===== src/rtl/mux_channel_scanner_if.sv =====
// Bus between the channel scanner and the logic that starts scans and consumes results.
// The scanner itself connects through the slave modport.
interface mux_channel_scanner_if;
    logic       i_Start;
    logic       i_Mux_Data;
    logic       o_Sel1;
    logic       o_Sel0;
    logic       o_Busy;
    logic       o_Valid;
    logic [3:0] o_Channels;
    logic [2:0] o_Count;

    modport slave (
        input  i_Start,
        input  i_Mux_Data,
        output o_Sel1,
        output o_Sel0,
        output o_Busy,
        output o_Valid,
        output o_Channels,
        output o_Count
    );

    modport master (
        output i_Start,
        output i_Mux_Data,
        input  o_Sel1,
        input  o_Sel0,
        input  o_Busy,
        input  o_Valid,
        input  o_Channels,
        input  o_Count
    );
endinterface


===== src/rtl/mux_channel_scanner.sv =====
// Scans the four inputs of a 4-to-1 mux. Each channel is selected, held for
// SETTLE_CYCLES cycles, then sampled. The snapshot and its popcount are
// published with a one-cycle valid strobe.
module mux_channel_scanner #(
    parameter int unsigned SETTLE_CYCLES = 4
) (
    input  logic                  i_Clk,
    input  logic                  i_Rst_L,
    mux_channel_scanner_if.slave  bus
);

    localparam int unsigned     CNT_W    = (SETTLE_CYCLES > 1) ? $clog2(SETTLE_CYCLES) : 1;
    localparam logic [CNT_W-1:0] CNT_LAST = CNT_W'(SETTLE_CYCLES - 1);

    typedef enum logic [1:0] {
        IDLE   = 2'd0,
        SETTLE = 2'd1,
        SAMPLE = 2'd2,
        DONE   = 2'd3
    } state_t;

    state_t           state;
    state_t           next_state;
    logic [1:0]       chan;
    logic [CNT_W-1:0] cnt;
    logic [3:0]       shadow;
    logic [2:0]       run_count;
    logic [1:0]       sel;
    logic             busy;
    logic             valid;
    logic [3:0]       channels;
    logic [2:0]       count;

    assign bus.o_Sel1     = sel[1];
    assign bus.o_Sel0     = sel[0];
    assign bus.o_Busy     = busy;
    assign bus.o_Valid    = valid;
    assign bus.o_Channels = channels;
    assign bus.o_Count    = count;

    // State register.
    always_ff @(posedge i_Clk or negedge i_Rst_L) begin
        if (!i_Rst_L) begin
            state <= IDLE;
        end else begin
            state <= next_state;
        end
    end

    // Next-state logic: settle on each channel, sample it, finish after channel 3.
    always_comb begin
        next_state = state;
        case (state)
            IDLE:    if (bus.i_Start) next_state = SETTLE;
            SETTLE:  if (cnt == CNT_LAST) next_state = SAMPLE;
            SAMPLE:  next_state = (chan == 2'd3) ? DONE : SETTLE;
            DONE:    next_state = IDLE;
            default: next_state = IDLE;
        endcase
    end

    // Datapath: channel/select stepping, settle timing, sampling and result publish.
    always_ff @(posedge i_Clk or negedge i_Rst_L) begin
        if (!i_Rst_L) begin
            chan      <= '0;
            cnt       <= '0;
            shadow    <= '0;
            run_count <= '0;
            sel       <= '0;
            busy      <= 1'b0;
            valid     <= 1'b0;
            channels  <= '0;
            count     <= '0;
        end else begin
            valid <= 1'b0;
            case (state)
                IDLE: begin
                    if (bus.i_Start) begin
                        chan      <= '0;
                        sel       <= '0;
                        cnt       <= '0;
                        shadow    <= '0;
                        run_count <= '0;
                        busy      <= 1'b1;
                    end
                end
                SETTLE: begin
                    if (cnt != CNT_LAST) cnt <= cnt + 1'b1;
                end
                SAMPLE: begin
                    shadow[chan] <= bus.i_Mux_Data;
                    run_count    <= run_count + {2'b00, bus.i_Mux_Data};
                    if (chan != 2'd3) begin
                        chan <= chan + 1'b1;
                        sel  <= chan + 1'b1;
                        cnt  <= '0;
                    end
                end
                DONE: begin
                    channels <= shadow;
                    count    <= run_count;
                    valid    <= 1'b1;
                    busy     <= 1'b0;
                end
                default: ;
            endcase
        end
    end

endmodule

===== src/flat_wrapper.sv =====
// flat-port wrapper written by rule: the top's interface ports become plain ports
module mux_channel_scanner_flat 
#(
    parameter int unsigned SETTLE_CYCLES = 4
)
  (i_Clk, i_Rst_L, bus_i_Start, bus_i_Mux_Data, bus_o_Sel1, bus_o_Sel0, bus_o_Busy, bus_o_Valid, bus_o_Channels, bus_o_Count);
  mux_channel_scanner_if bus_i ();
  input  logic i_Clk;
  input  logic i_Rst_L;
  input wire logic [$bits(bus_i.i_Start)-1:0] bus_i_Start;
  input wire logic [$bits(bus_i.i_Mux_Data)-1:0] bus_i_Mux_Data;
  output wire logic [$bits(bus_i.o_Sel1)-1:0] bus_o_Sel1;
  output wire logic [$bits(bus_i.o_Sel0)-1:0] bus_o_Sel0;
  output wire logic [$bits(bus_i.o_Busy)-1:0] bus_o_Busy;
  output wire logic [$bits(bus_i.o_Valid)-1:0] bus_o_Valid;
  output wire logic [$bits(bus_i.o_Channels)-1:0] bus_o_Channels;
  output wire logic [$bits(bus_i.o_Count)-1:0] bus_o_Count;
  assign bus_i.i_Start = bus_i_Start;
  assign bus_i.i_Mux_Data = bus_i_Mux_Data;
  assign bus_o_Sel1 = bus_i.o_Sel1;
  assign bus_o_Sel0 = bus_i.o_Sel0;
  assign bus_o_Busy = bus_i.o_Busy;
  assign bus_o_Valid = bus_i.o_Valid;
  assign bus_o_Channels = bus_i.o_Channels;
  assign bus_o_Count = bus_i.o_Count;
  mux_channel_scanner #(.SETTLE_CYCLES(SETTLE_CYCLES)) u_core (.i_Clk(i_Clk), .i_Rst_L(i_Rst_L), .bus(bus_i));
endmodule

===== config.mk =====
export PLATFORM = sky130hd
export DESIGN_NAME = mux_channel_scanner_flat
export DESIGN_NICKNAME = d
export VERILOG_FILES = /design/src/rtl/mux_channel_scanner_if.sv /design/src/rtl/mux_channel_scanner.sv /design/src/flat_wrapper.sv
export SDC_FILE = /design/constraint.sdc
export NUM_CORES = 1
export LEC_CHECK = 0
export CAP_MARGIN = 20
export CORE_UTILIZATION = 51
export DETAILED_ROUTE_END_ITERATION = 8
export HOLD_SLACK_MARGIN = 0.05
export PLACE_DENSITY = 0.76
export SLEW_MARGIN = 30
export SYNTH_ARGS = -nofsm -noshare
export SYNTH_HDL_FRONTEND = slang
export SYNTH_SLANG_ARGS = --single-unit

===== constraint.sdc =====
create_clock -name i_Clk -period 2.07 [get_ports i_Clk]
set_clock_uncertainty 0.15 [all_clocks]
set_input_delay 0.207 -clock i_Clk [delete_from_list [all_inputs] [get_ports i_Clk]]
set_output_delay 0.207 -clock i_Clk [all_outputs]
set_load 0.005 [all_outputs]

=== Yosys cells after proc, flatten, opt, wreduce, memory -nomap -nowiden ===
Index checks and enable logic that the tools add are counted.

* Bitwise operators: 0
* Div/mod/pow operators: 0
* Multipliers: 0
* Reduce and logical (&&, ||, !) cells: 10
* Shift operators: 0
* Mux-type cells: 20
* Equality and inequality tests: 11
* $add $sub $neg: 3
* Order comparisons: 2

{| class="wikitable"
|+ Operators by type and width
! operator !! count
|-
| 2-bit 2-to-1 mux || 7
|-
| 2-bit == test (second input constant) || 4
|-
| 2-bit case mux with 4 select lines || 1
|-
| 4-bit case mux with 2 select lines || 1
|-
| 2-bit by 1-bit != test with 1-bit output (second input constant) || 3
|-
| 2-bit != test (second input constant) || 3
|-
| 2-bit case mux with 3 select lines || 1
|-
| 3-bit case mux with 2 select lines || 1
|-
| 2-bit AND reduction || 3
|-
| 2-bit by 1-bit adder with 2-bit output (second input constant) || 2
|-
| 4-bit bitwise mux || 1
|-
| 4-bit 2-to-1 mux || 1
|-
| 2-bit case mux with 2 select lines || 1
|-
| 4-bit AND reduction || 1
|-
| 2-bit nonzero test || 2
|-
| 3-bit by 1-bit adder with 3-bit output || 1
|-
| 2-bit by 3-bit < comparator with 1-bit output (second input constant) || 1
|-
| 1-bit 2-to-1 mux || 3
|-
| 3-bit 2-to-1 mux || 1
|-
| 3-bit AND reduction || 1
|-
| 3-bit nonzero test || 1
|-
| 1-bit demux with 2-bit select || 1
|-
| 2-bit by 1-bit == test with 1-bit output (second input constant) || 1
|-
| 2-bit by 1-bit greater-or-equal comparator with 1-bit output (second input constant) || 1
|-
| other kinds (3) || 3
|}

* Memories kept: 0
* RAM bits: 0
* Latch bits: 0
* Register bits: 22
* Output and inout bits: 11
* Bits in read-only memories: 0
* Input bits: 4
* Word-level logic and storage cells: 55

=== Longest topological paths before layout ===
Gate-level depths: netlist of the first run.

* Depth in word-level cells: 6
* Gate-level depth with buffers: 5
* Mapped depth without buffers: 4

=== Worst setup path before layout of the first run ===
Ideal clock, no wire load.

* Path kind: register to register
* Start point: reg u_core.cnt[0]
* End point: reg u_core.cnt[0]
* Slack: 636 ps
* Arrival time: 1202 ps
* Library setup time: 83 ps
* Clock period less this slack: 1434 ps
* Cell stages (with the launch flop): 5
* Cell sequence: dfrtp_1 ha_1 or3b_4 or2_0 o21ai_0

* Cells in the longest elaborated chain, start to end: 3
* Elaborated cells on any way between the ends: 6
* Those cells by class: add/sub: 1; eq/ne: 2; mux: 2; reduce/logical: 1

{| class="wikitable"
|+ Ends and longest elaborated chain
! element !! RTL line !! RTL
|-
| start: declaration || mux_channel_scanner.sv:25 || <nowiki>logic [CNT_W-1:0] cnt;</nowiki>
|-
| start signal: assignment || mux_channel_scanner.sv:88 || <nowiki>if (cnt != CNT_LAST) cnt <= cnt + 1'b1;</nowiki>
|-
| 2-bit by 1-bit adder with 2-bit output or 2-bit != test (tied branches) || mux_channel_scanner.sv:88 ||
|-
| 2-bit 2-to-1 mux or 2-bit by 1-bit != test with 1-bit output (tied branches) || n/a ||
|-
| 2-bit case mux with 3 select lines or 4-bit AND reduction (tied branches) || n/a ||
|}

Several ways; a longest one is shown, not always the timed one. The select of a mux whose other input is x is not followed.
A chain may end at the register's enable or synchronous reset.

==> impl_metrics.ini, run 1 <==
[cells_and_area]
layout_commonest_cell = dfrtp_1
post-route-util_pct = 67.8
register_area_um2 = 551
layout_common_cells = dfrtp_1 (22), clkdlybuf4s50_1 (14), nand2_1 (12)
final_layout_size_suffix_gt1_share_pct = 13.2
stdcell_count = 131
fillers = 156
multi_input_area_um2 = 429
fin_nets = 119
design_area_um2 = 1220
diodes = 0
syn2layout_area_growth_pct = 20.6

[clocking]
postCtsSetupBuffers = 0
cts-root-buf = clkbuf_4
path_clk_slew_ns = 0.12
cts_resized = 0
cts_inserted_buffers = 3
htree_levels = 1
holdBufCountCts = 0
cts_sinks = 22
cts_tree = built
clk_path_buf_depth = 2
clk_latency_ns = 0.30

[synthesis]
synth_nets = 101
synth_edf_count = 0
synth_ff_type = dfrtp_1
syn_avg_cell_area_um2 = 11.4
synthCells = 89
yosysSeqAreaShare_pct = 54.4
yosys_warnings = 0
ys_seq_elements = 22
ys_types = 22
synthArstFlopShare_pct = 100
synthesis.area_um2 = 1010

[worst_setup_path]
crit_fanout = 8
cp.arrival_ns = 1.35
critPathTopFamily = buffers and inverters
crit_path_start_kind = register
cp.depth = 1
rr_worst_depth = 4
worstPathRequired_ns = 1.71
critPathSlowestCell = clkdlybuf4s50_1
crit_buf_inv = 1
reg2reg_setup_slack_ns = 0.51
cp_cell_sequence = clkdlybuf4s50_1
cp-end-kind = primary output
rr_startpoint = u_core.cnt[0]
r2r-end = u_core.cnt[0]
path_class = register to primary output
slowest_delay_ns = 0.55

[drt]
dr.pass1.iters = 4
first_iter_violations = 20
dr_wl_met3_um = 91
top_layer_used = met4
via_per_inst = 5.13
drt-total-wl_um = 1610
ant_nets = 0
met1Wirelength_um = 793
routedWlPerCell_um = 12.3
wl_met2_um = 691
drc_errors = 0
vias = 672

[floorplanning]
die_area_um2 = 2170
fp.dieW_um = 46.6
rows = 15
die_height_um = 46.6
core_um2 = 1800
io_pins = 15
start_util_pct = 56.2

[placed_design]
placed_cell_area_um2 = 1180
portBuffers = 14
placed_cells = 127
place_hpwl_um = 1190
gp_congestion = 0.733
dp_slack_ns = 0.478

[pwr]
power_density_nw_per_um2 = 1070
irDropWorstVdd_v = 0.000686
leakage_nw = 0.582

[run_status]
status = finished clean

[sta]
slew_headroom_pct = 72.5
hold_viol = 0
setup_violations = 0
slew_viol_final = 0
tightest_slew_ns = 0.411
max_freq_mhz = 586
setup_slack_ns = 0.365
fin_crit_ns = 1.71
finalCritPeriodShare_pct = 82.4
setup_tns_ns = 0
rsz0062_at_grt = no

[global_route]
overflow = 0
grt_first_pass_wirelength_um = 2730
grt_max_degree = 23
grt_usage_pct = 18.5
antenna_found_initial = 0
grt_pass1_vias = 629

[flow_run]
max_cap_viol_count = 0

[min_path]
min-delay-path-class = input pin to async pin
synthesized netlist by cell type (2+ instances only):
| cell type | instances | area, um^2 |
|---|---|---|
| dfrtp_1 | 22 | 551 |
| nand2_1 | 12 | 45.0 |
| o21ai_0 | 9 | 45.0 |
| ha_1 | 8 | 100 |
| mux2_2 | 7 | 78.8 |
| inv_1 | 5 | 18.8 |
| mux2i_1 | 4 | 40.0 |
| a21oi_1 | 3 | 15.0 |
| nor2_1 | 3 | 11.3 |
| a22o_1 | 2 | 17.5 |
| buf_2 | 2 | 10.0 |
| nor2b_1 | 2 | 12.5 |
metal layers:
metal / vias to the layer above / GRT usage (%)
met4: 0 / 8.82
li1: 340 / -
met5: - / 0
met1: 305 / 26.6
met3: 5 / 3.53
met2: 22 / 26.7
state kept, by name, summed over array words and instances, names as in the netlist:
| register | count |
|---|---|
| u_core.bus.o_Count | 3 |
| u_core.chan | 2 |
| u_core.bus.o_Valid | 1 |
| u_core.bus.o_Busy | 1 |
| u_core.bus.o_Channels | 4 |
| u_core.run_count | 3 |
| u_core.shadow | 4 |
| u_core.cnt | 2 |
| u_core.state | 2 |
area by class of cell:
| type | count | share of cell area [%] |
|---|---|---|
| inverter | 5 | 1.54 |
| multi-input combinational | 59 | 35.1 |
| timing repair buffer | 16 | 12.7 |
| clock buffer | 4 | 2.97 |
| sequential | 22 | 45.1 |
| tap | 25 | 2.56 |
cells by family after synthesis:
| group | count (synthesis) | synth area share [%] |
|---|---|---|
| multiplexers | 11 | 11.7 |
| AO/OA/AOI/OAI | 19 | 11.2 |
| AND/OR/NAND/NOR | 21 | 9.52 |
| buffers and inverters | 8 | 3.21 |
| adder cells (fa/ha/maj) | 8 | 9.89 |
| flip-flops | 22 | 54.4 |
stage by stage:
step	power, mW	hold slack, ns
after floorplan	0.912	-0.239
after global placement	1.07	0.337
after detailed placement	1.09	0.345
after CTS	1.32	0.0926
after global routing	1.41	0.0961
final	1.31	0.0870
worst max-delay path by stage:
stage,startpoint,endpoint,slack (ns)
after floorplan,u_core.cnt[0],u_core.cnt[0],0.64
after global placement,bus_i_Mux_Data,u_core.run_count[1],0.48
after detailed placement,bus_i_Mux_Data,u_core.run_count[1],0.48
after CTS,u_core.chan[0],bus_o_Sel0,0.36
after global routing,u_core.chan[0],bus_o_Sel0,0.30
final,u_core.chan[0],bus_o_Sel0,0.36
power breakdown:
part	switching (mW)	total, mW	internal, mW
sequential	0.100	0.637	0.537
clock	0.124	0.231	0.107
combinational	0.193	0.443	0.250
total	0.417	1.31	0.894
Note: power is estimated with default switching activity, not from simulation.
==> run 2: changes to the inputs <==
- clock period: 2.07 -> 1.6 ns (I/O delays scaled with it)
==> run 2 against run 1 <==
Against the previous run: worst hold slack improved by 0.28 ns; power increased by 38%; worst setup slack worse by 0.31 ns; sequential power grew 28%; utilization increased by 3.5 points; via count is 8.3% higher; cell count rose by 4.6%; routed wire length increased by 11%; non-clock buffer count is 6 higher; register-to-register slack worse by 0.45 ns; critical endpoint is now u_core.cnt[0]; highest routed layer unchanged.
==> impl_metrics.ini, run 2 (same netlist as run 1, synthesis figures left out) <==
[run_status]
status = finished clean

[pwr]
power_density_nw_per_um2 = 1410
sequentialPowerShare_pct = 45.1
combPwrFrac_pct = 37.9
power.total_mw = 1.81
p_clk_share_pct = 17.0
internal_power_mw = 1.23
p_sw_share_pct = 32.4
p_switching_mw = 0.587
leakage_nw = 0.617
irDropWorstVdd_v = 0.000966

[sta]
fin_crit_ns = 1.54
setup_slack_ns = 0.0570
whs_ns = 0.365
slew_viol_final = 0
setup_tns_ns = 0
setup_violations = 0
rsz0062_at_grt = yes
slew_headroom_pct = 76.9
hold_viol = 0
max_freq_mhz = 648
finalCritPeriodShare_pct = 96.4
tightest_slew_ns = 0.346

[clocking]
htree_levels = 1
clk_path_buf_depth = 2
cts_tree = built
cts_inserted_buffers = 3
cts-root-buf = clkbuf_4
path_clk_slew_ns = 0.12
cts_sinks = 22
clk_latency_ns = 0.31

[min_path]
whs_endpoint = u_core.shadow[3]
min-delay-path-class = register to register
min_from = u_core.shadow[3]
holdPathStages = 2

[worst_setup_path]
cp.arrival_ns = 1.63
r2r-end = u_core.cnt[0]
crit_path_start_kind = register
cp-end-kind = register
crit_fanout = 5
rr_worst_depth = 4
path_class = register to register
reg2reg_setup_slack_ns = 0.06
worstPathRequired_ns = 1.69
rr_startpoint = u_core.cnt[0]

[flow_run]
max_cap_viol_count = 0

[cells_and_area]
layout_commonest_cell = dfrtp_1
syn2layout_area_growth_pct = 26.9
post-route-util_pct = 71.3
diodes = 0
final_layout_size_suffix_gt1_share_pct = 19.6
layout_common_cells = dfrtp_1 (20), clkdlybuf4s50_1 (13), nand2_1 (12)
fin_nets = 125

[global_route]
grt_usage_pct = 18.6
antenna_found_initial = 0
grt_pass1_vias = 660
overflow = 0
grt_first_pass_wirelength_um = 2790
grt_max_degree = 23

[drt]
drc_errors = 0
vias = 728
routedWlPerCell_um = 13.0
via_per_inst = 5.31
first_iter_violations = 11
ant_nets = 0
drt-total-wl_um = 1780
dr.pass1.iters = 4

[placed_design]
gp_congestion = 0.735
portBuffers = 14
place_hpwl_um = 1290
dp_slack_ns = 0.0570

[floorplanning]
die_area_um2 = 2170
core_um2 = 1800
start_util_pct = 56.2
io_pins = 15
fp.dieW_um = 46.6
rows = 15
die_height_um = 46.6
[run 2: cell type report]
| class | count | area (um^2) |
|---|---|---|
| Multi-Input combinational cell | 59 | 432 |
| Fill cell | 149 | 517 |
| Inverter | 5 | 18.8 |
| Timing Repair Buffer | 22 | 214 |
| Tap cell | 25 | 31.3 |
| Clock buffer | 4 | 36.3 |
| Sequential cell | 22 | 553 |
[run 2: stage by stage]
stage / instance area (um^2) / cells
floorplan: 1010 / 89
global placement: 1200 / 129
detailed placement: 1200 / 129
CTS: 1250 / 134
global route: 1280 / 137
finish: 1280 / 137
[run 2: what timing repair did]
item                                   CTS  global route
gates resized for setup                  3             2
hold buffers                             1             0
pin swaps                                0             0
endpoints found under the hold margin   22             0
setup endpoints to repair                2             3
setup buffers                            0             3
[run 2: critical path, stage by stage, from the launching register on]
cell and delay (ns):
dfrtp_1 0.41, ha_1 0.21, or3b_4 0.40, or2_0 0.22, o21ai_1 0.08
[run 2: worst max path at each step]
stage / from / end / slack [ns] / cells past startpoint
6_report: u_core.cnt[0] / u_core.cnt[0] / 0.06 / 4
4_1_cts: u_core.chan[0] / bus_o_Sel0 / 0.004 / 1
5_1_grt: u_core.cnt[0] / u_core.cnt[0] / -0.01 / 4
3_5_place_dp: u_core.cnt[0] / u_core.cnt[0] / 0.06 / 4
3_3_place_gp: bus_i_Mux_Data / u_core.run_count[1] / 0.1 / 4
2_1_floorplan: u_core.cnt[0] / u_core.cnt[0] / 0.17 / 4
[run 2: layer usage]
layer	track usage, %	up-vias	share of wire, %
met2	31.4	22	47
li1	-	352	-
met1	23.2	351	48
met3	3.53	3	4.4
met5	0	-	0
met4	7.06	0	1.2
[run 2: power groups by stage]
stage          sequential (mW)  clock, mW  combinational, mW
2_1_floorplan            0.793          0              0.387
3_3_place_gp             0.822          0              0.600
3_5_place_dp             0.832          0              0.634
4_1_cts                  0.824      0.314              0.634
5_1_grt                  0.836      0.328              0.769
6_report                 0.818      0.308              0.688
